File: config.mk
export PLATFORM = sky130hd
export DESIGN_NAME = cs_resolve_pipe
export DESIGN_NICKNAME = d
export VERILOG_FILES = /design/src/rtl/cs_resolve_pkg.sv /design/src/rtl/cs_resolve_stage.sv /design/src/rtl/cs_resolve_pipe.sv
export SDC_FILE = /design/constraint.sdc
export NUM_CORES = 1
export LEC_CHECK = 0
export BUFFER_PORTS_ARGS = -buffer_cell sky130_fd_sc_hd__buf_2
export CORE_MARGIN = 2
export CORE_UTILIZATION = 45
export CTS_CLUSTER_DIAMETER = 40
export DETAILED_ROUTE_END_ITERATION = 7
export SLEW_MARGIN = 20
export SYNTH_ARGS = -nofsm -noshare
export SYNTH_HDL_FRONTEND = slang
export SYNTH_HIERARCHICAL = 1
export SYNTH_SLANG_ARGS = --single-unit
File: constraint.sdc
create_clock -name clk -period 4.8 [get_ports clk]
set_input_delay 0.48 -clock clk [delete_from_list [all_inputs] [get_ports clk]]
set_output_delay 0.48 -clock clk [all_outputs]
set_load 0.01 [all_outputs]
File: src/rtl/cs_resolve_pkg.sv
// cs_resolve_pkg: shared definitions for the carry-save resolve pipeline.
//   CS_W_DEF / CS_CHUNK_DEF : default operand width and bits resolved per stage
//   ERRCNT_W                : width of the self-check mismatch counter
//   stage_ctl_t             : per-stage valid/carry bundle
//   stages_f                : number of pipeline stages for a given W and CHUNK
package cs_resolve_pkg;

  localparam int CS_W_DEF     = 32;
  localparam int CS_CHUNK_DEF = 8;
  localparam int ERRCNT_W     = 16;

  typedef struct packed {
    logic valid;
    logic carry;
  } stage_ctl_t;

  // Guarded against CHUNK=0 so the static check in the top can still elaborate
  // and report the real problem.
  function automatic int stages_f(input int w, input int chunk);
    return (chunk > 0) ? (w / chunk) : 1;
  endfunction

endpackage

File: src/rtl/cs_resolve_stage.sv
// cs_resolve_stage: one pipeline stage of the carry-save resolver.
// Adds slice IDX of the sum and carry vectors plus the incoming carry, and
// registers the resolved slice together with everything later stages need.
// Ports:
//   clk, rst_n        clock, asynchronous active-low reset
//   en                global advance enable (all stages shift together)
//   valid_i / valid_o stage valid bit in / registered out
//   carry_i / carry_o carry into this slice / registered carry out of it
//   sum_i,  sum_o     carry-save sum vector (upper slices still unresolved)
//   car_i,  car_o     carry-save carry vector
//   res_i,  res_o     result vector; slices below IDX already resolved
module cs_resolve_stage
  import cs_resolve_pkg::*;
#(
  parameter int W     = CS_W_DEF,
  parameter int CHUNK = CS_CHUNK_DEF,
  parameter int IDX   = 0
) (
  input  logic         clk,
  input  logic         rst_n,
  input  logic         en,
  input  logic         valid_i,
  input  logic         carry_i,
  input  logic [W-1:0] sum_i,
  input  logic [W-1:0] car_i,
  input  logic [W-1:0] res_i,
  output logic         valid_o,
  output logic         carry_o,
  output logic [W-1:0] sum_o,
  output logic [W-1:0] car_o,
  output logic [W-1:0] res_o
);

  localparam int LO = IDX * CHUNK;

  logic [CHUNK:0] w_add;
  logic [W-1:0]   w_res_next;

  stage_ctl_t     r_ctl;
  logic [W-1:0]   r_sum;
  logic [W-1:0]   r_car;
  logic [W-1:0]   r_res;

  always_comb begin
    w_add      = {1'b0, sum_i[LO +: CHUNK]} + {1'b0, car_i[LO +: CHUNK]}
               + {{CHUNK{1'b0}}, carry_i};
    w_res_next = res_i;
    w_res_next[LO +: CHUNK] = w_add[CHUNK-1:0];
  end

  always_ff @(posedge clk or negedge rst_n) begin
    if (!rst_n) begin
      r_ctl <= '0;
      r_sum <= '0;
      r_car <= '0;
      r_res <= '0;
    end else if (en) begin
      r_ctl.valid <= valid_i;
      r_ctl.carry <= w_add[CHUNK];
      r_sum       <= sum_i;
      r_car       <= car_i;
      r_res       <= w_res_next;
    end
  end

  assign valid_o = r_ctl.valid;
  assign carry_o = r_ctl.carry;
  assign sum_o   = r_sum;
  assign car_o   = r_car;
  assign res_o   = r_res;

endmodule

File: src/rtl/cs_resolve_pipe.sv
// cs_resolve_pipe: resolves a carry-save (sum, carry) pair into a binary
// result (in_sum + in_carry) mod 2^W, one CHUNK-bit slice per pipeline stage.
// Optional feature macro: CS_RESOLVE_SELFCHECK_EN (shadow reference pipeline
// and saturating mismatch counter on err_cnt; err_cnt is 0 without it).
// Ports:
//   clk, rst_n              clock, asynchronous active-low reset
//   in_valid/in_ready       input handshake
//   in_sum, in_carry        carry-save pair (carry already weight-aligned)
//   out_valid/out_ready     output handshake
//   out_result, out_cout    resolved sum and raw carry out of bit W-1
//   err_cnt                 self-check mismatch count
//
// Handshake: a transfer happens on a rising edge where valid && ready. The
// whole pipe advances together when en = !out_valid || out_ready; in_ready
// equals en and never looks at in_valid. Bubbles travel with the data, and
// the output holds steady while out_valid && !out_ready.
module cs_resolve_pipe
  import cs_resolve_pkg::*;
#(
  parameter int W     = CS_W_DEF,
  parameter int CHUNK = CS_CHUNK_DEF
) (
  input  logic                clk,
  input  logic                rst_n,
  input  logic                in_valid,
  output logic                in_ready,
  input  logic [W-1:0]        in_sum,
  input  logic [W-1:0]        in_carry,
  output logic                out_valid,
  input  logic                out_ready,
  output logic [W-1:0]        out_result,
  output logic                out_cout,
  output logic [ERRCNT_W-1:0] err_cnt
);

  localparam int STAGES = stages_f(W, CHUNK);

  generate
    if (CHUNK < 1) begin : g_bad_chunk
      $error("cs_resolve_pipe: CHUNK must be at least 1");
    end else if ((W % CHUNK) != 0) begin : g_bad_width
      $error("cs_resolve_pipe: W must be a multiple of CHUNK");
    end
  endgenerate

  logic         w_en;
  logic         w_valid [0:STAGES];
  logic         w_carry [0:STAGES];
  logic [W-1:0] w_sum   [0:STAGES];
  logic [W-1:0] w_car   [0:STAGES];
  logic [W-1:0] w_res   [0:STAGES];

  assign w_en     = !out_valid || out_ready;
  assign in_ready = w_en;

  // Stage 0 only ever loads on en, so in_valid alone is the entering valid bit.
  assign w_valid[0] = in_valid;
  assign w_carry[0] = 1'b0;
  assign w_sum[0]   = in_sum;
  assign w_car[0]   = in_carry;
  assign w_res[0]   = '0;

  generate
    for (genvar k = 0; k < STAGES; k++) begin : g_stage
      cs_resolve_stage #(
        .W     (W),
        .CHUNK (CHUNK),
        .IDX   (k)
      ) u_stage (
        .clk     (clk),
        .rst_n   (rst_n),
        .en      (w_en),
        .valid_i (w_valid[k]),
        .carry_i (w_carry[k]),
        .sum_i   (w_sum[k]),
        .car_i   (w_car[k]),
        .res_i   (w_res[k]),
        .valid_o (w_valid[k+1]),
        .carry_o (w_carry[k+1]),
        .sum_o   (w_sum[k+1]),
        .car_o   (w_car[k+1]),
        .res_o   (w_res[k+1])
      );
    end
  endgenerate

  assign out_valid  = w_valid[STAGES];
  assign out_result = w_res[STAGES];
  assign out_cout   = w_carry[STAGES];

  // The last stage's copies of the input vectors have no consumer.
  logic w_unused;
  assign w_unused = ^{w_sum[STAGES], w_car[STAGES]};

`ifdef CS_RESOLVE_SELFCHECK_EN
  logic [W-1:0]        r_ref [0:STAGES-1];
  logic [ERRCNT_W-1:0] r_err_cnt;

  always_ff @(posedge clk or negedge rst_n) begin
    if (!rst_n) begin
      for (int k = 0; k < STAGES; k++) r_ref[k] <= '0;
      r_err_cnt <= '0;
    end else begin
      if (w_en) begin
        r_ref[0] <= in_sum + in_carry;
        for (int k = 1; k < STAGES; k++) r_ref[k] <= r_ref[k-1];
      end
      if (out_valid && out_ready && (r_ref[STAGES-1] != out_result)) begin
        if (r_err_cnt != '1) r_err_cnt <= r_err_cnt + 1'b1;
        $error("cs_resolve_pipe: result %h differs from reference %h",
               out_result, r_ref[STAGES-1]);
      end
    end
  end

  assign err_cnt = r_err_cnt;
`else
  assign err_cnt = '0;
`endif

endmodule

==> run summary <==
Status -> completed
Power density over cell area -> 656 nW/um2
Antenna-violating nets left -> 0
Die Ht -> 141 um
Slew Limit Headroom -> 38.2%
Setup bufs post-CTS -> 0
Post_cts resized -> 0
# port buffers -> 102
Vias in the first global route -> 5181
Number of setup violations in the final report -> 0
DR vias/cell -> 5.20
Hold-fix buffers, CTS -> 0
Clk root buf -> clkbuf_16
Inst Count DP -> 941
Worst-path clk slew -> 0.07 ns
Clock sinks -> 184
Die width -> 141 um
Layout area overhead -> 13.8%
Die area -> 20000 um2
Wire length per cell -> 15.1 um
Initial antenna violation count -> 2
Final min period -> 2.63 ns
Ratio of final minimum period to clock period -> 54.8%
Initial Util -> 45.6%
CTS tree -> yes
Total track usage -> 15.7%
Gr ovfl total -> 0
Max Cap Viol -> 0
Share of cells above drive strength 1 -> 36.9%
Final hold vios -> 0
Clock Skews -> 0.00825 ns
Setup crit end kind -> primary output
Ys Warns -> 6
Gate Count Post-Synth -> 638
Leak -> 4.32 nW
Worst vdd ir -> 0.000287 V
Core area -> 18600 um2
Worst Path Required -> 4.32 ns
Measured slew at the worst slew-check pin -> 0.928 ns
Min-delay worst type -> in2async
Arr. time, crit path -> 2.15 ns
Dpl hpwl -> 10100 um
Fin cells -> 974
Iter 0 DRT Violations -> 235
Vias -> 5068
Ports -> 119
Syn Std Cell Area -> 8480 um2
WS Path Type -> reg2out
FP Rows -> 50
Crit-path max FO -> 71
Nets -> 830
Fmax -> 380 MHz
Mean Syn Cell Area -> 13.3 um2
Drt pass-1 iters -> 4
WL final -> 14700 um
TNS Setup -> 0 ns
Worst skew pair latency -> 0.42 ns
Startpoint Class -> flop
Slew Viols, Final -> 0
RSZ-0062 raised after global routing -> no
Clk buf depth -> 2
Cts bufs inserted -> 17
R2R cell count -> 6
Drc violations -> 0
Max H-tree Level -> 4
GP Congestion -> 0.828
Largest net degree at the start of global routing -> 100
Global-route wire length before repair -> 25100 um
-- flip-flops by register name (all words and copies together), names as in the netlist --
register / cells
g_stage.u_stage/car_o: 48
g_stage.u_stage/sum_o: 48
g_stage.u_stage/carry_o: 4
g_stage.u_stage/valid_o: 4
g_stage.u_stage/res_o: 80
-- where the power goes --
group	switching [mW]	internal, mW	total, mW	leakage (nW)
combinational	1.19	1.26	2.45	1.91
sequential	0.365	2.22	2.58	2.14
clock	0.602	0.694	1.30	0.266
-- critical path: stages (launching register included) --
cell and delay (ns):
dfrtp_1 0.44, nand2b_4 0.62, buf_12 0.40, buf_2 0.20
-- placed cells by master (no fill, tap or decap), types with 4 or more instances in the layout --
| cell | count |
|---|---|
| clkbuf_16 | 17 |
| fa_1 | 8 |
| mux2_2 | 122 |
| conb_1 | 17 |
| xor2_1 | 4 |
| a211oi_2 | 4 |
| a21oi_1 | 27 |
| o21ai_0 | 32 |
| o211ai_1 | 5 |
| a211oi_1 | 12 |
| nor3b_1 | 4 |
| o22ai_1 | 8 |
| buf_2 | 101 |
| nand4b_1 | 5 |
| nand3_1 | 4 |
| ha_1 | 28 |
| clkinv_4 | 5 |
| nor2b_1 | 8 |
| nor2_1 | 19 |
| nand3b_1 | 5 |
| xnor2_1 | 4 |
| dfrtp_1 | 184 |
| a21o_1 | 5 |
| mux2_1 | 35 |
| inv_1 | 12 |
| mux2i_1 | 8 |
| nand2_1 | 15 |
-- cell type report --
| cell class | count | area, um2 |
|---|---|---|
| Sequential cell | 184 | 4600 |
| Inverter | 12 | 45.0 |
| Clock buffer | 19 | 453 |
| Fill cell | 1615 | 8930 |
| Clock inverter | 13 | 98.8 |
| Tap cell | 234 | 293 |
| Timing Repair Buffer | 107 | 579 |
| Antenna cell | 1 | 2.50 |
| Multi-Input combinational cell | 404 | 3570 |
-- path summary, 6_finish.rpt --
check,slack [ns],end,from
min reg2reg,0.48,g_stage[2].u_stage/res_o[4],g_stage[2].u_stage/res_o[4]
min in group clk,0.29,g_stage[0].u_stage/sum_o[17],in_sum[17]
max in group asynchronous,3.50,g_stage[0].u_stage/sum_o[31],rst_n
max,2.17,in_ready,g_stage[3].u_stage/valid_o
max reg2reg,2.40,g_stage[1].u_stage/res_o[14],g_stage[0].u_stage/carry_o
min,0.11,g_stage[0].u_stage/car_o[27],rst_n
-- metal layers --
metal,vias up,routed length [um],GRT usage [%]
met5,-,13,0
met4,2,243,6.11
met3,21,568,3.81
met2,95,7080,25.2
met1,2517,6790,20.7
li1,2433,-,-
-- per-stage QoR --
stage	hold slack (ns)	worst slack [ns]	area, um2	utilization, %	power (mW)
3_5_place_dp	0.468	2.25	9090	48.9	5.08
2_1_floorplan	0.184	2.47	8540	-	4.46
4_1_cts	0.185	2.15	9640	51.9	6.41
6_report	0.108	2.17	9650	51.9	6.33
3_3_place_gp	0.462	2.29	9090	48.9	4.96
5_1_grt	0.223	2.02	9640	51.9	6.83
Power figures use the tool's default switching activity.
